**config.mk**
```make
export PLATFORM = sky130hd
export DESIGN_NAME = shift_data_path
export DESIGN_NICKNAME = d
export VERILOG_FILES = /design/src/rtl/shift_data_path_pkg.sv /design/src/rtl/shift_data_path_line_delay.sv /design/src/rtl/shift_data_path.sv
export SDC_FILE = /design/constraint.sdc
export NUM_CORES = 1
export LEC_CHECK = 0
export ABC_CLOCK_PERIOD_IN_PS = 5600
export BUFFER_PORTS_ARGS = -buffer_cell sky130_fd_sc_hd__clkbuf_2
export CAP_MARGIN = 20
export CORE_ASPECT_RATIO = 1.25
export CORE_MARGIN = 5
export CORE_UTILIZATION = 55
export DETAILED_ROUTE_END_ITERATION = 8
export GPL_TIMING_DRIVEN = 0
export PLACE_DENSITY_LB_ADDON = 0.1
export SLEW_MARGIN = 20
export SYNTH_ARGS = -nofsm -noshare
export SYNTH_HDL_FRONTEND = slang
export SYNTH_SLANG_ARGS = --single-unit
```
**constraint.sdc**
```tcl
create_clock -name clk -period 5.6 [get_ports clk]
set_input_delay 1.12 -clock clk [delete_from_list [all_inputs] [get_ports clk]]
set_output_delay 1.12 -clock clk [all_outputs]
set_load 0.03 [all_outputs]
```
**src/rtl/shift_data_path_pkg.sv**
```systemverilog
// Shared constants for the shift_data_path sliding-window slice.
// Latency: n/a (constants and a constant function only).
// Backpressure: n/a.
package shift_data_path_pkg;

    // Width of one pixel word.
    localparam int DATA_W     = 32;
    // Default number of words per image line.
    localparam int LINE_WORDS = 4;

    // Chain length: two full lines plus the two taps of the oldest line.
    function automatic int chain_len(input int line_words);
        return 2 * line_words + 2;
    endfunction

    localparam int CHAIN_LEN = chain_len(LINE_WORDS);

endpackage

```
**src/rtl/shift_data_path_line_delay.sv**
```systemverilog
// line_delay: DEPTH-deep word delay line with enable and synchronous reset.
// Latency: a word enters the head on its enable edge; it reaches tail after DEPTH-1 more enables.
// Backpressure: none; en low freezes every stage.
// Ports: clk, reset (sync, active-high), en, din -> head (stage 0), head_next (stage 1), tail (stage DEPTH-1).
module line_delay #(
    parameter int DATA_W = 32,
    parameter int DEPTH  = 4
) (
    input  logic              clk,
    input  logic              reset,
    input  logic              en,
    input  logic [DATA_W-1:0] din,
    output logic [DATA_W-1:0] head,
    output logic [DATA_W-1:0] head_next,
    output logic [DATA_W-1:0] tail
);

    logic [DATA_W-1:0] stage [DEPTH];

    always_ff @(posedge clk) begin
        if (reset) begin
            for (int i = 0; i < DEPTH; i++) begin
                stage[i] <= '0;
            end
        end else if (en) begin
            stage[0] <= din;
            for (int i = 1; i < DEPTH; i++) begin
                stage[i] <= stage[i-1];
            end
        end
    end

    assign head      = stage[0];
    assign head_next = stage[1];
    assign tail      = stage[DEPTH-1];

endmodule

```
**src/rtl/shift_data_path.sv**
```systemverilog
// shift_data_path: 3-line x 2-word sliding window over a pixel word stream.
// Latency: data_in appears on w0 right after its write edge; on w2 after LINE_WORDS writes, on w4 after 2*LINE_WORDS.
// Backpressure: none; write_en low holds the whole window and the fill state.
// Ports: clk, reset (sync, active-high), write_en, data_in -> w0..w5 window taps, window_valid.
module shift_data_path
    import shift_data_path_pkg::*;
#(
    parameter int DATA_W     = shift_data_path_pkg::DATA_W,
    parameter int LINE_WORDS = shift_data_path_pkg::LINE_WORDS
) (
    input  logic              clk,
    input  logic              reset,
    input  logic              write_en,
    input  logic [DATA_W-1:0] data_in,
    output logic [DATA_W-1:0] w0,
    output logic [DATA_W-1:0] w1,
    output logic [DATA_W-1:0] w2,
    output logic [DATA_W-1:0] w3,
    output logic [DATA_W-1:0] w4,
    output logic [DATA_W-1:0] w5,
    output logic              window_valid
);

    localparam int CHAIN = chain_len(LINE_WORDS);
    localparam int CNT_W = $clog2(CHAIN + 1);

    // Chain layout: s[0..L-1] in line0, s[L..2L-1] in line1, s[2L], s[2L+1] in top registers.
    logic [DATA_W-1:0] l0_head, l0_head_next, l0_tail;
    logic [DATA_W-1:0] l1_head, l1_head_next, l1_tail;
    logic [DATA_W-1:0] s_2l, s_2l_p1;
    logic [CNT_W-1:0]  fill_cnt;

    line_delay #(.DATA_W(DATA_W), .DEPTH(LINE_WORDS)) u_line0 (
        .clk       (clk),
        .reset     (reset),
        .en        (write_en),
        .din       (data_in),
        .head      (l0_head),
        .head_next (l0_head_next),
        .tail      (l0_tail)
    );

    line_delay #(.DATA_W(DATA_W), .DEPTH(LINE_WORDS)) u_line1 (
        .clk       (clk),
        .reset     (reset),
        .en        (write_en),
        .din       (l0_tail),
        .head      (l1_head),
        .head_next (l1_head_next),
        .tail      (l1_tail)
    );

    always_ff @(posedge clk) begin
        if (reset) begin
            s_2l     <= '0;
            s_2l_p1  <= '0;
            fill_cnt <= '0;
        end else if (write_en) begin
            s_2l    <= l1_tail;
            s_2l_p1 <= s_2l;
            // Saturate so window_valid stays up for the rest of the stream.
            if (fill_cnt != CNT_W'(CHAIN)) begin
                fill_cnt <= fill_cnt + CNT_W'(1);
            end
        end
    end

    assign w0           = l0_head;
    assign w1           = l0_head_next;
    assign w2           = l1_head;
    assign w3           = l1_head_next;
    assign w4           = s_2l;
    assign w5           = s_2l_p1;
    assign window_valid = (fill_cnt == CNT_W'(CHAIN));

endmodule

```
==> results <==
- The initial DRC count is 252.
- The capturing element type of the critical path is an output pin.
- Dividing the final minimum period by the clock period gives 0.476.
- The XOR/XNOR share of the synthesized area is 0.000708.
- The design area is 15100 um^2.
- The multiplexer share of the synthesized area is 0.0518.
- The floorplan step defined a die boundary enclosing 25600 um^2.
- The wire-length estimate of the detail-placed layout is 14.8 mm.
- No sink is reached through more buffers than the 3 on the longest clock path.
- The kind of start point of the critical path is a flop.
- Max-cap violations in this run came to 0.
- Dividing the detail-routed wire length by the instance count gives 14.6 um.
- The CTS sink count is 324.
- The initial cell density of the core is 0.557.
- For this run, the register share of the synthesized area comes to 0.732.
- The critical path data required time is 4.48 ns.
- For the pin with the worst max-slew slack, the measured transition is 0.563 ns.
- After clock tree synthesis, the setup repair step added 0 buffers.
- In the routed layout, each cell is associated on average with a via count of 4.62.
- The leakage power total is 0.00676 uW.
- A synthesized cell averages 14.8 um^2.
- Buffers inserted to repair hold after CTS numbered 0.
- The count of buffers added on input and output ports is 225.
- The source-to-sink clock delay at the later pin of the worst-skew pair is 0.49 ns.
- The share of the synthesized area in compound gates (AO/OA/AOI/OAI) is 0.00253.
- Relative to the synthesized area, the layout overhead comes to 22.1%.
- The routed wire length is 20.6 mm.
- The row count is 61.
- The hold violation count in the final report is 0.
- The initial antenna violation count is 0.
- The clock-pin slew of the registers on the worst-case setup and hold paths is 0.06 ns.
- CTS built an H-tree with a depth of 2.
- Hold timing on the final database bottoms out at a slack of 0.482 ns.
- The pin count of the biggest net entering global routing is 58.
- The placed instance area is 14000 um^2.
- The mapped netlist covers 12400 um^2.
- The simple-gate area share of the yosys netlist is 0.153.
- The type of the setup path with the least slack is flop to output pin.
- The number of warnings printed during yosys synthesis is 0.
- The top cell types in the final layout, fill and taps aside, are 256 x and2_1, 256 x edfxtp_1, 246 x clkbuf_2.
- The min-delay analysis places its worst path in the category flop to flop.
- The pre-antenna-repair detailed-routing pass consisted of 4 iterations.
- The number of max-slew violations in the final report was 0.
- The synthesized flop and latch total is 324.
- Setup violations remaining at the end of the flow were counted as 0.
- Of the total synthesized cell area, the portion taken by full adders, half adders and majority gates is 0.00202.
- The number of clock buffers added by TritonCTS is 34.
- In the routed design, unresolved DRC markers number 0.
- The width of the chip is 144 um.
- The number of global-route vias before repair is 6511.
- The final clock skew is 0.0111 ns.
- The post-synth net total is 872.
- At the worst endpoint, the arrival time is 1.55 ns.
- The repair_antennas step left the layout with diodes totalling 0.
- TritonCTS built the clock tree.
- Summing internal, switching and leakage power gives 5490 uW.
- By area, the combinational part of the netlist is dominated by simple AND/OR/NAND/NOR gates.
- The weighted congestion at the end of routability-driven global placement is 0.785.
- In the global route stage, overall resource usage came out at 0.161.
- Once routing completed, OpenROAD measured the worst setup slack at 2.93 ns.
- The minimum setup slack after placement is 2.51 ns.
- Of the cells placed in the final design, the portion with a size suffix greater than 1 is 0.337.
- The achievable clock frequency is 375 MHz.
- After global routing the overflow that remains totals 0.
- Pin placement for this block handled 228 I/O pins.
- The worst pin sits at a relative slew slack of 0.624.
- The run finished with clean final reports.
- Yosys mapped the design onto 24 distinct sky130hd cell types.
- For this block, the via count after detailed routing is 6515.
- The number of nets with antenna violations after detailed routing is 0.
- The root buffer cell chosen for the clock tree is clkbuf_16.
- For this design the ratio of total power to cell area is 363 nW/um^2.
- The post-synthesis cell count is 835.
- In the final design database the tool counted 1138 nets.
- Setup repair after global routing left no endpoint under its margin.
- The peak fanout along the critical path is 6.
- The placeable core area is 22200 um^2.
- Across the VDD grid, the largest voltage drop is 0.000331 V.
- The first global-routing pass estimated 32.1 mm of wire.
- The post-CTS resize count is 0.
- The final period demand of the worst path is 2.67 ns.
- The die height is 178 um.
[layout make-up]
cell class	instances	area, um^2
sequential	324	9050
clock buffer	47	967
clock inverter	14	164
multi-input combinational	401	2610
inverter	2	7.51
tap	283	354
buffer	108	709
timing repair buffer	230	1250
fill	1562	7110
[kinds of logic after synthesis]
| logic type | Yosys count |
|---|---|
| muxes | 64 |
| DFF | 324 |
| adders and majority gates | 2 |
| AOI/OAI and AO/OA | 5 |
| and+or+nand+nor | 329 |
| xor gates and xnor gates | 1 |
| buffers and inverters | 110 |
[worst paths after layout]
path	startpoint	end	slack (ns)	cells after the start
worst max-delay path	fill_cnt[0]	window_valid	2.93	5
worst min register to register	u_line1.stage[3][27]	w4[27]	0.48	2
worst max register to register	fill_cnt[0]	fill_cnt[2]	4.23	5
worst min-delay path	u_line1.stage[3][27]	w4[27]	0.48	2
[worst max-delay path: stages, from the launching register on]
cell	delay, ns
dfxtp_1	0.35
inv_1	0.08
ha_1	0.19
nand3b_1	0.19
inv_1	0.06
clkbuf_2	0.18
[metrics by stage]
step / instances / util / setup TNS [ns]
after floorplan: 835 / - / 0
after global placement: 1343 / 0.624 / -202.62
after detailed placement: 1348 / 0.629 / 0
after CTS: 1409 / 0.680 / 0
after global routing: 1409 / 0.680 / 0
final: 1409 / 0.680 / 0
[registers in the layout, indices dropped and copies added (netlist names)]
register / cells
u_line1.stage: 128
fill_cnt: 4
w4: 32
u_line0.stage: 128
w5: 32
[Yosys cell counts]
cell | n | area share
and2_1 | 256 | 0.13
edfxtp_1 | 256 | 0.62
dfxtp_1 | 68 | 0.11
buf_4 | 66 | 0.040
nor2_1 | 65 | 0.020
mux2i_1 | 64 | 0.052
clkbuf_2 | 21 | 0.0085
buf_2 | 12 | 0.0049
clkbuf_1 | 6 | 0.0018
a21oi_1 | 3 | 0.0012
buf_6 | 2 | 0.0018
ha_1 | 2 | 0.0020
inv_1 | 2 | 0.00061
nand2_1 | 2 | 0.00061
a21o_1 | 1 | 0.00061
a311oi_1 | 1 | 0.00071
and2b_4 | 1 | 0.00081
buf_1 | 1 | 0.00030
nand3_1 | 1 | 0.00040
nand3b_1 | 1 | 0.00061
nand4_1 | 1 | 0.00051
or2_2 | 1 | 0.00051
or3b_1 | 1 | 0.00071
xor2_1 | 1 | 0.00071
[report_power, final]
group          total (uW)  internal, uW  switching [uW]
Sequential           2790          2740            52.3
Combinational         469           163             306
Clock                2230          1390             838
Total                5490          4290            1200
[metal layers]
layer | share of wire | wire length, um | track usage
met5 | 0 | 0 | 0
met4 | 0.032 | 654 | 0.0640
met3 | 0.084 | 1720 | 0.0477
met2 | 0.52 | 10600 | 0.288
met1 | 0.37 | 7590 | 0.177
Power figures use the tool's default switching activity.
